File: src/rtl/timer_digit_formatter.sv
// Converts a 60 Hz frame countdown into M:TU display digits by repeated
// subtraction, with low-time and expired flags derived from the result.
module timer_digit_formatter (
    input  logic        clk,
    input  logic        reset,
    input  logic [12:0] timer_val,
    input  logic        refresh,
    output logic [3:0]  min_bcd,
    output logic [3:0]  sec_tens,
    output logic [3:0]  sec_ones,
    output logic        digits_valid,
    output logic        busy,
    output logic        low_time,
    output logic        expired
);

    localparam int unsigned TV_W  = 13;
    localparam int unsigned ACC_W = 14;
    localparam int unsigned SEC_W = 8;
    localparam int unsigned CNT_W = 4;

    localparam logic [2:0] ST_IDLE = 3'd0;
    localparam logic [2:0] ST_FRM  = 3'd1;
    localparam logic [2:0] ST_MIN  = 3'd2;
    localparam logic [2:0] ST_TEN  = 3'd3;
    localparam logic [2:0] ST_DONE = 3'd4;

    logic [2:0]       state_q,   state_d;
    logic [ACC_W-1:0] acc_q,     acc_d;
    logic [SEC_W-1:0] sec_q,     sec_d;
    logic [CNT_W-1:0] min_q,     min_d;
    logic [CNT_W-1:0] tens_q,    tens_d;
    logic [TV_W-1:0]  last_q,    last_d;
    logic             pending_q, pending_d;

    logic [3:0] min_bcd_d, sec_tens_d, sec_ones_d;
    logic       digits_valid_d, busy_d, low_time_d, expired_d;

    // State, working registers and registered outputs.
    always_ff @(posedge clk) begin
        if (reset) begin
            state_q      <= ST_IDLE;
            acc_q        <= '0;
            sec_q        <= '0;
            min_q        <= '0;
            tens_q       <= '0;
            last_q       <= '0;
            pending_q    <= 1'b1;
            min_bcd      <= '0;
            sec_tens     <= '0;
            sec_ones     <= '0;
            digits_valid <= 1'b0;
            busy         <= 1'b0;
            low_time     <= 1'b0;
            expired      <= 1'b0;
        end else begin
            state_q      <= state_d;
            acc_q        <= acc_d;
            sec_q        <= sec_d;
            min_q        <= min_d;
            tens_q       <= tens_d;
            last_q       <= last_d;
            pending_q    <= pending_d;
            min_bcd      <= min_bcd_d;
            sec_tens     <= sec_tens_d;
            sec_ones     <= sec_ones_d;
            digits_valid <= digits_valid_d;
            busy         <= busy_d;
            low_time     <= low_time_d;
            expired      <= expired_d;
        end
    end

    // Next-state and datapath: frames->seconds, seconds->minutes, seconds->tens.
    always_comb begin
        state_d        = state_q;
        acc_d          = acc_q;
        sec_d          = sec_q;
        min_d          = min_q;
        tens_d         = tens_q;
        last_d         = last_q;
        pending_d      = pending_q;
        min_bcd_d      = min_bcd;
        sec_tens_d     = sec_tens;
        sec_ones_d     = sec_ones;
        digits_valid_d = 1'b0;
        busy_d         = busy;
        low_time_d     = low_time;
        expired_d      = expired;

        // A refresh that arrives mid-conversion is remembered for the next IDLE.
        if (refresh && (state_q != ST_IDLE)) begin
            pending_d = 1'b1;
        end

        case (state_q)
            ST_IDLE: begin
                if (pending_q || (timer_val != last_q) || refresh) begin
                    acc_d     = ACC_W'(timer_val) + ACC_W'(59);
                    last_d    = timer_val;
                    pending_d = 1'b0;
                    sec_d     = '0;
                    min_d     = '0;
                    tens_d    = '0;
                    busy_d    = 1'b1;
                    state_d   = ST_FRM;
                end
            end
            ST_FRM: begin
                if (acc_q >= ACC_W'(60)) begin
                    acc_d = acc_q - ACC_W'(60);
                    sec_d = sec_q + SEC_W'(1);
                end else begin
                    state_d = ST_MIN;
                end
            end
            ST_MIN: begin
                if (sec_q >= SEC_W'(60)) begin
                    sec_d = sec_q - SEC_W'(60);
                    min_d = min_q + CNT_W'(1);
                end else begin
                    state_d = ST_TEN;
                end
            end
            ST_TEN: begin
                if (sec_q >= SEC_W'(10)) begin
                    sec_d  = sec_q - SEC_W'(10);
                    tens_d = tens_q + CNT_W'(1);
                end else begin
                    state_d = ST_DONE;
                end
            end
            ST_DONE: begin
                // Flags come from the digits themselves: total 0 is expired, 1..10 is low.
                min_bcd_d      = min_q;
                sec_tens_d     = tens_q;
                sec_ones_d     = sec_q[3:0];
                expired_d      = (min_q == '0) && (tens_q == '0) && (sec_q == '0);
                low_time_d     = (min_q == '0) &&
                                 (((tens_q == '0) && (sec_q != '0)) ||
                                  ((tens_q == CNT_W'(1)) && (sec_q == '0)));
                digits_valid_d = 1'b1;
                busy_d         = 1'b0;
                state_d        = ST_IDLE;
            end
            default: begin
                busy_d  = 1'b0;
                state_d = ST_IDLE;
            end
        endcase
    end

endmodule

File: config.mk
export PLATFORM = sky130hd
export DESIGN_NAME = timer_digit_formatter
export DESIGN_NICKNAME = d
export VERILOG_FILES = /design/src/rtl/timer_digit_formatter.sv
export SDC_FILE = /design/constraint.sdc
export NUM_CORES = 1
export LEC_CHECK = 0
export ABC_CLOCK_PERIOD_IN_PS = 5000
export BUFFER_PORTS_ARGS = -buffer_cell sky130_fd_sc_hd__buf_2
export CAP_MARGIN = 20
export CORE_MARGIN = 1.5
export CORE_UTILIZATION = 55
export CTS_BUF_LIST = sky130_fd_sc_hd__clkbuf_4 sky130_fd_sc_hd__clkbuf_8
export CTS_CLUSTER_DIAMETER = 80
export CTS_CLUSTER_SIZE = 30
export DETAILED_ROUTE_END_ITERATION = 10
export GPL_ROUTABILITY_DRIVEN = 0
export PLACE_DENSITY = 0.78
export SLEW_MARGIN = 20
export SYNTH_ARGS = -nofsm -noshare
export SYNTH_HDL_FRONTEND = slang
export SYNTH_SLANG_ARGS = --single-unit
File: constraint.sdc
create_clock -name clk -period 5 [get_ports clk]
set_input_delay 0.5 -clock clk [delete_from_list [all_inputs] [get_ports clk]]
set_output_delay 0.5 -clock clk [all_outputs]
set_load 0.01 [all_outputs]
==> After elaboration in Yosys (flattened, before gate mapping) <==
Index checks and enable logic that the tools add are counted.
{ "totals": {"elab_cells": 89, "out_inout_bits": 16, "register_bits": 63, "in_bits": 16} }
{ "op_classes": {"reduce_logical": 27, "mux": 24, "addsub": 7, "n_lt_le_gt_ge": 3, "eq_ne": 13, "bitwise_logic": 1} }
{ "op_table": {"columns": ["op", "count"], "rows": [
  ["$mux 8", 4],
  ["$pmux 8 s4", 1],
  ["$mux 14", 2],
  ["$pmux 14 s2", 1],
  ["$pmux 4 s2", 2],
  ["$add 13x6->14 const B", 1],
  ["$ge 14x6->1 const B", 1],
  ["$ne 2x2->1 const B", 7],
  ["$sub 14x6->14 const B", 1],
  ["$ne 13x13->1", 1],
  ["$mux 3", 4],
  ["$mux 4", 3],
  ["$pmux 3 s4", 1],
  ["$reduce_and 3->1", 3],
  ["$add 4x1->4 const B", 2],
  ["$add 8x1->8 const B", 1],
  ["$ge 8x4->1 const B", 1],
  ["$ge 8x6->1 const B", 1],
  ["$logic_not 4->1", 2],
  ["$logic_not 8->1", 1],
  ["$reduce_bool 8->1", 1],
  ["$sub 8x4->8 const B", 1],
  ["$sub 8x6->8 const B", 1],
  ["$eq 3x2->1 const B", 2],
  ["other kinds (16)", 30]
]} }

==> Logic depth before layout (Yosys ltp) <==
Gate-level depths: netlist of the first run.
{ "logic_depth": {"word_depth": 5, "depth_mapped": 9, "depth_no_buf": 8} }

==> Worst setup path before layout of the first run <==
OpenSTA, ideal clock, no wires.
{ "synth_timing": {"path_kind": "register to register", "start": "register sec_q[2]", "end": "register sec_q[5]", "setup_time_ns": 0.101, "path_stages_with_launch": 10, "t_arrival_ns": 2.167, "required_time_ns": 4.899, "slack_ns": 2.732, "synth_period_minus_slack_ns": 2.268, "n_path_buf": 1, "cell_sequence": "dfxtp_1 > inv_1 > ha_1 > a2111oi_1 > a41oi_1 > o21ai_0 > a21oi_1 > clkbuf_1 > a311o_1 > o41ai_1"} }
{ "synth_between": {"elab_chain_len": 3, "elab_cells_between_ends": 12, "cone_classes": "add/sub: 3; order compare: 2; eq/ne: 2; mux: 4; reduce/logical: 1"} }
{ "synth_lines": {"columns": ["item", "line_no", "rtl"], "rows": [
  ["start, declared", "30", "logic [SEC_W-1:0] sec_q, sec_d;"],
  ["start signal, assigned", "44", "sec_q <= '0;"],
  ["start signal, assigned", "59", "sec_q <= sec_d;"],
  ["$sub 8x4->8, or another cell as far along", "127", "sec_d = sec_q - SEC_W'(10);"],
  ["$mux 8, or another cell as far along", "126", "if (sec_q >= SEC_W'(10)) begin"],
  ["$pmux 8 s4 / $reduce_and 5->1 (equally long branches)", null, null]
]} }
Parallel ways exist; a longest one is shown, timed or not. The select of a mux whose other input is x is not followed.
A chain may end at the register's enable or synchronous reset.

==> Final worst setup path of the first run <==
{ "layout_timing": {"start": "register state_q[1]", "end": "register sec_q[5]"} }
{ "layout_between": {"elab_chain_len": 3, "elab_cells_between_ends": 11, "cone_classes": "eq/ne: 7; mux: 1; reduce/logical: 3"} }
{ "layout_lines": {"columns": ["item", "line_no", "rtl"], "rows": [
  ["start, declared", "28", "logic [2:0] state_q, state_d;"],
  ["start signal, assigned", "57", "state_q <= state_d;"],
  ["$eq 3x2->1, or another cell as far along", "96", "case (state_q)"],
  ["$reduce_bool 4->1 (no line) / $ne 2x2->1 (equally long branches)", null, null],
  ["$reduce_and 5->1 (no line)", null, null]
]} }
Parallel ways exist; a longest one is shown, timed or not.

==> reports/qor.txt, run 1 <==
OUTCOME
------------------------------------------------------------------------------------
Run status ............................................................ finished clean

FLOW RUN
------------------------------------------------------------------------------------
Max-cap violation count ...............................................            0

DIE
------------------------------------------------------------------------------------
Die X-Extent ..........................................................     84.13 µm
Floorplan die height ..................................................     84.13 µm
Die outline area ...................................................... 0.007077 mm²
Area of the core ...................................................... 0.006350 mm²
Boundary pin count ....................................................           32
Row count .............................................................           29
Initial core utilization ..............................................       57.00%

SYNTHESIS
------------------------------------------------------------------------------------
Post-synth net total ..................................................          498
Sequential-to-total area share from yosys stat ........................       33.74%
Post-synth top flop ...................................................      dfxtp_1
Async S/R FF share, synth .............................................           0%
Number of instances in the synthesized netlist ........................          466
Register bit count reported by yosys ..................................           61
Count of flip-flops with a built-in enable after synthesis ............            0
Mean Syn Cell Area ....................................................    7.768 µm²
Warnings from Yosys ...................................................            0
Unique cell type count in the Yosys netlist ...........................           58
Area of the mapped netlist ............................................ 0.003620 mm²

GLOBAL ROUTING
------------------------------------------------------------------------------------
Antenna violations before repair ......................................            0
Vias in the first global route ........................................         3127
Global routing usage on met1 ..........................................       32.90%
M3 GR Usage ...........................................................       3.858%
First-pass GRT wire length ............................................     14310 µm
Busiest layer in global routing .......................................         met2
Largest net degree at the start of global routing .....................           40
Overall fraction of global-route tracks in use ........................       24.38%
Global route overflow .................................................            0
GR Util met2 ..........................................................       38.40%

CRITICAL PATH
------------------------------------------------------------------------------------
Sort of element at the start of the critical path .....................         flop
Cell type with the highest occurrence count on the critical path ......      nand2_1
Critical Path Slowest Stage Cell ......................................      dfxtp_1
Cell Chain, Critical Path ............................................. nor2_1, nand2_1, o21ai_0, a21oi_1, nand2_1, o41ai_1
Required time reported for the critical path endpoint .................      5250 ps
CP endpoint kind ......................................................         flop
Cell family with the largest share of critical-path delay ............. compound AO/OA/AOI/OAI gates
Count of buffering cells on the critical path with inverters included .            0
Worst path depth ......................................................            6
Crit Reg-Reg Startpoint ...............................................   state_q[1]
Endpoint of the worst-slack reg-to-reg timing path ....................     sec_q[5]
Longest individual stage delay on the worst path ......................       840 ps
Reg-to-reg setup timing slack .........................................      1760 ps
Arrival time of the worst setup path ..................................      3490 ps
Reg2Reg Depth .........................................................            6
Crit-path max FO ......................................................           25
Type of the worst setup path ..........................................      reg2reg

CLOCK TREE
------------------------------------------------------------------------------------
Hold bufs inserted after CTS ..........................................            0
Number of clock sinks .................................................           61
Resize count post-CTS .................................................            0
Total CTS buffers .....................................................            9
Bufs on Longest Clock Path ............................................            2
Cell chosen for the clock root ........................................     clkbuf_8
Post-CTS Setup Repair Bufs ............................................            0
TritonCTS clock tree ..................................................        built
H-tree level count ....................................................            3
Clock latency of the later-clocked register in the worst-skew pair ....       350 ps
Register clock-pin slew on the reported worst setup and hold paths ....        70 ps

POWER
------------------------------------------------------------------------------------
Part of the power in the clock network ................................        21.4%
Power per cell area ................................................... 506.0 mW/mm²
Share of power burned in registers ....................................        36.5%
Proportion of total power due to net switching ........................       41.83%
Proportion of power drawn by combinational gates ......................        42.1%
Highest ir drop seen on vdd ...........................................  0.0003065 V
Sw Pwr ................................................................    0.8382 mW
Power Internal ........................................................     1.165 mW
Leak Pwr ..............................................................     1.559 nW

STA
------------------------------------------------------------------------------------
Total count of max-transition violations in the final report ..........            0
Headroom to the max-slew limit ........................................       41.07%
Setup Viol. Count Final ...............................................            0
Layout Skew ...........................................................     9.787 ps
Hold Violations, Final ................................................            0
Slew at the pin closest to its max-slew limit .........................     884.0 ps
Fin crit share ........................................................       64.81%
Setup total negative slack ............................................         0 ps
Fin Hold WS ...........................................................     439.4 ps
Maximum achievable frequency ..........................................    308.6 MHz
Unrepaired setup endpoints after global routing .......................        false
Min cycle time layout .................................................      3241 ps

FINISH
------------------------------------------------------------------------------------
Layout cells sized above 1 ............................................       11.04%
Signed area change from the synthesized netlist to the final layout ...       9.402%
Count of inserted antenna diode cells .................................            0
Final net count .......................................................          517
Final instance count without filler cells .............................          566

WORST HOLD PATH
------------------------------------------------------------------------------------
Number of cells traversed by the worst hold path ......................            3
Start point of the worst min-delay path ...............................      refresh
Type of the worst min-delay path ......................................       in2reg
Worst Hold Path EP ....................................................    pending_q

DRT
------------------------------------------------------------------------------------
Overall via count from detail_route ...................................         3372
DRC Markers ...........................................................            0
Routed length per instance ............................................     14.75 µm
Total routed wirelength ...............................................      8348 µm
Residual antenna-violating net count after detailed routing ...........            0
DR vias/cell ..........................................................        5.958
Detailed Route Iter0 Violations .......................................          249
Detailed-routing iteration count for the pre-antenna-repair pass ......            5

PLACE
------------------------------------------------------------------------------------
Hpwl dp ...............................................................      5854 µm
Buffers on Ports ......................................................           31
Placed cell count .....................................................          551

## how the worst max path moves through the flow
stage                     startpoint       end
after floorplan             sec_q[2]  sec_q[5]
after global placement    state_q[1]  sec_q[5]
after detailed placement  state_q[1]  sec_q[5]
after CTS                 state_q[1]  sec_q[5]
after global routing      state_q[1]  sec_q[5]
final                     state_q[1]  sec_q[5]
## per-layer routing
metal / vias up / share of wire (%)
met3: 20 / 5.3
met5: - / 0
met4: 0 / 2.4
met1: 1574 / 46
li1: 1674 / -
met2: 104 / 46
## synth_stat cells, types with 3 or more instances
cell      number  area share (%)
dfxtp_1       61              34
nand2_1       61             6.3
nor2_1        52             5.4
a21oi_1       48             6.6
o21ai_0       22             3.0
clkbuf_1      19             2.0
inv_1         19             2.0
xnor2_1       17             4.1
ha_1          16             5.5
mux2i_1       15             4.1
nand2b_1      12             2.1
nand4_1       12             2.1
nor3_1        12             1.7
nand3_1        9             1.2
xor2_1         8             1.9
nor4_1         6             1.0
a31oi_1        5            0.86
and2_1         5            0.86
nand3b_1       5             1.0
nor2b_1        4            0.69
a211oi_1       3            0.62
nor3b_1        3            0.62
o211ai_1       3            0.62
o22ai_1        3            0.52
or3_1          3            0.52
## flip-flops by register name, indices dropped and copies added, names as in the netlist
signal,count
min_bcd,4
min_q,4
sec_tens,4
digits_valid,1
pending_q,1
sec_ones,4
expired,1
last_q,13
tens_q,4
low_time,1
state_q,3
sec_q,8
acc_q,12
busy,1
## placed cells by master (no fill, tap or decap), types with 15 or more instances in the layout
cell type,Yosys,layout
a21oi_1,48,48
buf_2,2,31
dfxtp_1,61,61
ha_1,16,16
inv_1,19,19
mux2i_1,15,15
nand2_1,61,61
nor2_1,52,52
o21ai_0,22,22
xnor2_1,17,17
## logic make-up after synthesis
kind of cell | after synthesis | share of synthesized area, %
AO/OA/AOI/OAI | 113 | 20.05
XOR/XNOR | 25 | 6.049
adder cells (fa/ha/maj) | 16 | 5.531
buffers and inverters | 44 | 5.150
flip-flops | 61 | 33.74
multiplexers | 16 | 4.459
AND/OR/NAND/NOR | 191 | 25.03
## power by group through the flow
stage | registers (mW) | clock network [mW] | logic [mW]
global placement | 0.730 | 0 | 0.805
global route | 0.746 | 0.453 | 0.942
finish | 0.731 | 0.430 | 0.843
CTS | 0.725 | 0.435 | 0.833
floorplan | 0.667 | 0 | 0.732
detailed placement | 0.735 | 0 | 0.825
## worst min-delay path: stages
cell and delay (ps):
buf_2 80, nor2_1 50, o21bai_1 120
## final cells by class
cell class                      count  area [µm²]
Inverter                           19       71.32
Multi-Input combinational cell    361        2212
Fill cell                         540        2390
Timing Repair Buffer               33       170.2
Sequential cell                    61        1221
Tap cell                           77       96.34
Clock buffer                       11       138.9
Clock inverter                      4       50.05
## through the flow
stage | total power, mW | utilization (%) | setup slack (ps) | instance area (µm²)
after floorplan | 1.399 | - | 2732 | 3620
after global placement | 1.535 | 59.39 | 2011 | 3771
after detailed placement | 1.560 | 59.39 | 1872 | 3771
after CTS | 1.993 | 62.36 | 1835 | 3960
after global routing | 2.141 | 62.36 | 1451 | 3960
final | 2.004 | 62.36 | 1759 | 3960
Note: power is estimated with default switching activity, not from simulation.
==> inputs of run 2 (changes only) <==
Settings changed: ABC_CLOCK_PERIOD_IN_PS 5000 to 3200.
Clock period 5 ns to 3.2 ns, I/O delays scaled along.
==> run 2 against run 1 <==
Against the previous run:
- combinational power rose by 64%
- critical path depth rose by 1
- sequential cell count did not move
- sequential power rose by 50%
- via count rose by 2.0%
- critical endpoint unchanged
==> reports/qor.txt, run 2 (synthesis gave the netlist of run 1 again) <==
CLOCK TREE
------------------------------------------------------------------------------------
Register clock-pin slew on the reported worst setup and hold paths ....        70 ps   about the same
Clock latency of the later-clocked register in the worst-skew pair ....       350 ps   about the same
Number of clock sinks .................................................           61   unchanged
Hold bufs inserted after CTS ..........................................            0   unchanged
Cell chosen for the clock root ........................................     clkbuf_8   unchanged
Bufs on Longest Clock Path ............................................            2   unchanged
TritonCTS clock tree ..................................................        built   unchanged
Resize count post-CTS .................................................            0   unchanged
H-tree level count ....................................................            3   unchanged
Total CTS buffers .....................................................            9   unchanged
Post-CTS Setup Repair Bufs ............................................            0   unchanged

CRITICAL PATH
------------------------------------------------------------------------------------
Cell family with the largest share of critical-path delay ............. compound AO/OA/AOI/OAI gates   unchanged
Reg-to-reg setup timing slack .........................................       350 ps   was 1760 ps
Critical Path Slowest Stage Cell ......................................      a21oi_1   was dfxtp_1
CP endpoint kind ......................................................         flop   unchanged
Arrival time of the worst setup path ..................................      3090 ps   was 3490 ps
Type of the worst setup path ..........................................      reg2reg   unchanged
Cell Chain, Critical Path ............................................. ha_1, a2111oi_1, a41oi_1, o21ai_0, a21oi_1, nand2_1, o41ai_1   was nor2_1, nand2_1, o21ai_0, a21oi_1, nand2_1, o41ai_1
Longest individual stage delay on the worst path ......................       720 ps   was 840 ps
Sort of element at the start of the critical path .....................         flop   unchanged
Crit-path max FO ......................................................           11   was 25
Required time reported for the critical path endpoint .................      3440 ps   was 5250 ps
Count of buffering cells on the critical path with inverters included .            0   unchanged

STA
------------------------------------------------------------------------------------
Maximum achievable frequency ..........................................    350.6 MHz   was 308.6 MHz
Unrepaired setup endpoints after global routing .......................        false   unchanged
Min cycle time layout .................................................      2852 ps   was 3241 ps
Total count of max-transition violations in the final report ..........            0   unchanged
Headroom to the max-slew limit ........................................       38.84%   was 41.07%
Setup Viol. Count Final ...............................................            0   unchanged
Setup total negative slack ............................................         0 ps   unchanged
Fin crit share ........................................................       89.14%   was 64.81%
Slew at the pin closest to its max-slew limit .........................     917.4 ps   was 884.0 ps
Layout Skew ...........................................................     8.318 ps   was 9.787 ps
Hold Violations, Final ................................................            0   unchanged

GLOBAL ROUTING
------------------------------------------------------------------------------------
Antenna violations before repair ......................................            0   unchanged
Largest net degree at the start of global routing .....................           35   was 40
Global route overflow .................................................            0   unchanged
First-pass GRT wire length ............................................     14860 µm   was 14310 µm
Overall fraction of global-route tracks in use ........................       25.59%   was 24.38%
Vias in the first global route ........................................         3273   was 3127

POWER
------------------------------------------------------------------------------------
Highest ir drop seen on vdd ...........................................  0.0005205 V   was 0.0003065 V
Pwr Total .............................................................     3.238 mW   was 2.004 mW
Leak Pwr ..............................................................     1.602 nW   was 1.559 nW
Power per cell area ................................................... 803.4 mW/mm²   was 506.0 mW/mm²

DIE
------------------------------------------------------------------------------------
Initial core utilization ..............................................       57.00%   unchanged
Boundary pin count ....................................................           32   unchanged
Floorplan die height ..................................................     84.13 µm   unchanged
Row count .............................................................           29   unchanged
Die outline area ...................................................... 0.007077 mm²   unchanged
Die X-Extent ..........................................................     84.13 µm   unchanged
Area of the core ...................................................... 0.006350 mm²   unchanged

FINISH
------------------------------------------------------------------------------------
Commonest cells after routing, fill and taps aside .................... 61 x nand2_1, 61 x dfxtp_1, 52 x nor2_1, 48 x a21oi_1, 31 x buf_2   unchanged
Top reg by flops ......................................................       last_q   unchanged
Final net count .......................................................          523   was 517
Count of inserted antenna diode cells .................................            0   unchanged
Area of all placed cells without fillers .............................. 0.004030 mm²   was 0.003960 mm²
Layout cells sized above 1 ............................................       12.30%   was 11.04%
Max FFs per register ..................................................           13   unchanged
Largest registers ..................................................... last_q (13), acc_q (12), sec_q (8)   unchanged
Signed area change from the synthesized netlist to the final layout ...       11.34%   was 9.402%
Final instance count without filler cells .............................          573   was 566

WORST HOLD PATH
------------------------------------------------------------------------------------
Type of the worst min-delay path ......................................       in2reg   unchanged

OUTCOME
------------------------------------------------------------------------------------
Run status ............................................................ finished clean   unchanged

PLACE
------------------------------------------------------------------------------------
Hpwl dp ...............................................................      5950 µm   was 5854 µm
Buffers on Ports ......................................................           31   unchanged
Placed cell area ...................................................... 0.003816 mm²   was 0.003771 mm²
Placed cell count .....................................................          557   was 551

FLOW RUN
------------------------------------------------------------------------------------
Max-cap violation count ...............................................            0   unchanged

DRT
------------------------------------------------------------------------------------
DR vias/cell ..........................................................        6.000   was 5.958
DRC Markers ...........................................................            0   unchanged
Overall via count from detail_route ...................................         3438   was 3372
Detailed-routing iteration count for the pre-antenna-repair pass ......            5   unchanged
Detailed Route Iter0 Violations .......................................          363   was 249
Total routed wirelength ...............................................      8448 µm   was 8348 µm
Routed length per instance ............................................     14.74 µm   was 14.75 µm
Residual antenna-violating net count after detailed routing ...........            0   unchanged

-- run 2: power by group --
| group | leakage (nW) | switching (mW) | internal, mW |
|---|---|---|---|
| combinational | 0.998 | 0.821 | 0.559 |
| sequential | 0.499 | 0.186 | 0.918 |
| clock | 0.105 | 0.320 | 0.434 |
| total | 1.60 | 1.33 | 1.91 |
-- run 2: worst paths after layout --
kind	to	depth (start not counted)	startpoint
hold reg to reg	sec_ones[3]	2	sec_ones[3]
setup / recovery	sec_q[5]	7	sec_q[3]
hold / removal	pending_q	3	refresh
setup reg to reg	sec_q[5]	7	sec_q[3]
-- run 2: layout make-up --
class	count	area, µm²
fillers	544	2320
inverters	19	71.32
clock inverters	7	90.09
well taps	77	96.34
flip-flops and latches	61	1221
clock buffers	9	123.9
repair buffers	39	215.2
multi-input cells	361	2212
-- run 2: through the flow --
step                      utilization [%]  setup slack, ps  hold WS, ps
after floorplan                         -            932.5        449.7
after global placement              60.10            569.4        442.0
after detailed placement            60.10            438.1        443.0
after CTS                           63.47            420.7        239.7
after global routing                63.47            119.4        267.7
final                               63.47            347.5        248.4
-- run 2: routing by layer --
metal	vias to the layer above	global-route usage [%]	share of wire, %
li1	1687	-	-
met1	1620	33.76	46
met2	115	41.38	47
met3	16	3.759	4.9
met4	0	11.77	1.9
met5	-	0	0
-- run 2: tightest hold or removal path: stages --
cell and delay [ps]:
buf_2 80, nor2_1 40, o21bai_1 110
==> inputs of run 3 (changes only) <==
Settings changed: CORE_UTILIZATION 55 to 62, PLACE_DENSITY 0.78 to 0.86.
==> run 3 against run 2 <==
Against the previous run:
- clock-buffer cell count unchanged
- fmax up 4.3%
- sequential power about the same
- hold slack worse by 33 ps
- combinational power about the same
- global-route usage up 2.5 points
- final area about the same
- non-clock buffer count unchanged
- register-to-register slack better by 120 ps
- first-iteration DRC count up 20%
- total power up 1.0%
- critical path depth up 1
- critical path type unchanged
- critical endpoint is now sec_q[2]
- largest cell class unchanged
- highest routed layer unchanged
==> reports/qor.txt, run 3 (synthesis gave the netlist of run 1 again) <==
OUTCOME
----------------------------------------------------------------------------------
Run status .......................................................... finished clean   unchanged

DIE
----------------------------------------------------------------------------------
Initial core utilization ............................................       64.94%   was 57.00%
Boundary pin count ..................................................           32   unchanged
Row count ...........................................................           27   was 29
Floorplan die height ................................................     79.41 µm   was 84.13 µm
Die outline area .................................................... 0.006306 mm²   was 0.007077 mm²
Die X-Extent ........................................................     79.41 µm   was 84.13 µm
Area of the core .................................................... 0.005574 mm²   was 0.006350 mm²

CRITICAL PATH
----------------------------------------------------------------------------------
Type of the worst setup path ........................................      reg2reg   unchanged
Required time reported for the critical path endpoint ...............      3440 ps   about the same
Longest individual stage delay on the worst path ....................       630 ps   was 720 ps
Sort of element at the start of the critical path ...................         flop   unchanged
Reg-to-reg setup timing slack .......................................       470 ps   was 350 ps
Critical Path Slowest Stage Cell ....................................    a2111oi_1   was a21oi_1
Crit-path max FO ....................................................            8   was 11
Cell Chain, Critical Path ........................................... inv_1, ha_1, a2111oi_1, a41oi_1, o21ai_0, a21oi_1, nand2_1, mux2_2   was ha_1, a2111oi_1, a41oi_1, o21ai_0, a21oi_1, nand2_1, o41ai_1
Arrival time of the worst setup path ................................      2980 ps   was 3090 ps
CP endpoint kind ....................................................         flop   unchanged

POWER
----------------------------------------------------------------------------------
Power per cell area ................................................. 811.2 mW/mm²   was 803.4 mW/mm²
Part of the power in the clock network ..............................        23.7%   was 23.3%
Share of power burned in registers ..................................        34.0%   was 34.1%
Highest ir drop seen on vdd .........................................  0.0004650 V   was 0.0005205 V
Sw Pwr ..............................................................     1.347 mW   was 1.327 mW
Proportion of total power due to net switching ......................       41.18%   was 40.98%
Power Internal ......................................................     1.924 mW   was 1.911 mW
Proportion of power drawn by combinational gates ....................        42.3%   was 42.6%
Leak Pwr ............................................................     1.605 nW   was 1.602 nW

WORST HOLD PATH
----------------------------------------------------------------------------------
Type of the worst min-delay path ....................................       in2reg   unchanged

FINISH
----------------------------------------------------------------------------------
Largest registers ................................................... last_q (13), acc_q (12), sec_q (8)   unchanged
Signed area change from the synthesized netlist to the final layout .       11.41%   was 11.34%
Commonest cells after routing, fill and taps aside .................. 61 x nand2_1, 61 x dfxtp_1, 52 x nor2_1, 48 x a21oi_1, 31 x buf_2   unchanged
Max FFs per register ................................................           13   unchanged
Final instance count without filler cells ...........................          568   was 573
Count of inserted antenna diode cells ...............................            0   unchanged
Layout cells sized above 1 ..........................................       12.30%   unchanged
Final core occ ......................................................       72.35%   was 63.47%
Top reg by flops ....................................................       last_q   unchanged
Final net count .....................................................          523   unchanged

GLOBAL ROUTING
----------------------------------------------------------------------------------
Overall fraction of global-route tracks in use ......................       28.05%   was 25.59%
Global route overflow ...............................................            0   unchanged
Antenna violations before repair ....................................            0   unchanged
First-pass GRT wire length ..........................................     13880 µm   was 14860 µm
Largest net degree at the start of global routing ...................           30   was 35
Vias in the first global route ......................................         3098   was 3273

STA
----------------------------------------------------------------------------------
Layout Skew .........................................................     6.404 ps   was 8.318 ps
Slew at the pin closest to its max-slew limit .......................     758.1 ps   was 917.4 ps
Setup total negative slack ..........................................         0 ps   unchanged
Min cycle time layout ...............................................      2734 ps   was 2852 ps
Headroom to the max-slew limit ......................................       49.46%   was 38.84%
Fin Hold WS .........................................................     215.5 ps   was 248.4 ps
Hold Violations, Final ..............................................            0   unchanged
Fin crit share ......................................................       85.45%   was 89.14%
Unrepaired setup endpoints after global routing .....................        false   unchanged
Maximum achievable frequency ........................................    365.7 MHz   was 350.6 MHz
Total count of max-transition violations in the final report ........            0   unchanged
Setup Viol. Count Final .............................................            0   unchanged

CLOCK TREE
----------------------------------------------------------------------------------
Clock latency of the later-clocked register in the worst-skew pair ..       360 ps   was 350 ps
Number of clock sinks ...............................................           61   unchanged
TritonCTS clock tree ................................................        built   unchanged
Cell chosen for the clock root ......................................     clkbuf_8   unchanged
Total CTS buffers ...................................................            9   unchanged
Register clock-pin slew on the reported worst setup and hold paths ..        70 ps   about the same
Hold bufs inserted after CTS ........................................            0   unchanged
H-tree level count ..................................................            3   unchanged
Post-CTS Setup Repair Bufs ..........................................            0   unchanged
Bufs on Longest Clock Path ..........................................            2   unchanged
Resize count post-CTS ...............................................            0   unchanged

DRT
----------------------------------------------------------------------------------
DRC Markers .........................................................            0   unchanged
Detailed Route Iter0 Violations .....................................          434   was 363
Residual antenna-violating net count after detailed routing .........            0   unchanged
DR vias/cell ........................................................        6.032   was 6.000
Total routed wirelength .............................................      8433 µm   was 8448 µm
Detailed-routing iteration count for the pre-antenna-repair pass ....            6   was 5
Overall via count from detail_route .................................         3426   was 3438
Routed length per instance ..........................................     14.85 µm   was 14.74 µm

PLACE
----------------------------------------------------------------------------------
Buffers on Ports ....................................................           31   unchanged
Placed cell count ...................................................          552   was 557
Hpwl dp .............................................................      5996 µm   was 5950 µm

FLOW RUN
----------------------------------------------------------------------------------
Max-cap violation count .............................................            0   unchanged

-- run 3: changes by cell type in the layout (fill, tap and decap cells not counted) --
cell	before	now
clkinv_2	3	1
clkinv_4	0	2
clkinvlp_4	2	1
inv_6	0	1
-- run 3: final timing paths --
kind / from / endpoint / cells past startpoint
worst max-delay path: sec_q[2] / sec_q[2] / 8
worst min-delay path: refresh / pending_q / 3
worst max register to register: sec_q[2] / sec_q[2] / 8
worst min register to register: sec_tens[2] / sec_tens[2] / 2
-- run 3: metrics by stage --
stage	cell area [µm²]	total power, mW	setup slack (ps)
6_report	4033	3.271	465.7
5_1_grt	4033	3.484	317.8
4_1_cts	4033	3.248	519.6
3_5_place_dp	3810	2.477	546.5
3_3_place_gp	3810	2.433	692.5
2_1_floorplan	3620	2.186	932.5
-- run 3: cell type report --
cell class                      count  area (µm²)
Multi-Input combinational cell    361        2212
Fill cell                         443        1541
Sequential cell                    61        1221
Timing Repair Buffer               39       215.2
Clock buffer                        9       123.9
Clock inverter                      7       98.84
Tap cell                           72       90.09
Inverter                           19       71.32
-- run 3: metal layers --
metal	global-route usage [%]	share of wire (%)	vias to the layer above
li1	-	-	1688
met1	34.68	44	1570
met2	46.24	47	141
met3	6.857	6.2	27
met4	12.28	2.8	0
met5	0	0	-
-- run 3: power by group through the flow --
stage          logic, mW  clock network, mW  registers, mW
5_1_grt             1.53              0.819           1.14
4_1_cts             1.36              0.781           1.11
3_3_place_gp        1.32                  0           1.11
2_1_floorplan       1.14                  0           1.04
6_report            1.38              0.775           1.11
3_5_place_dp        1.35                  0           1.12
-- run 3: critical path, delay by kind of cell, from the launching register on --
| family | cells | cell delay (ps) |
|---|---|---|
| AOI/OAI and AO/OA | 4 | 1180 |
| adders and majority gates | 1 | 260 |
| buffers and inverters | 1 | 160 |
| DFF | 1 | 470 |
| muxes | 1 | 350 |
| and+or+nand+nor | 1 | 210 |
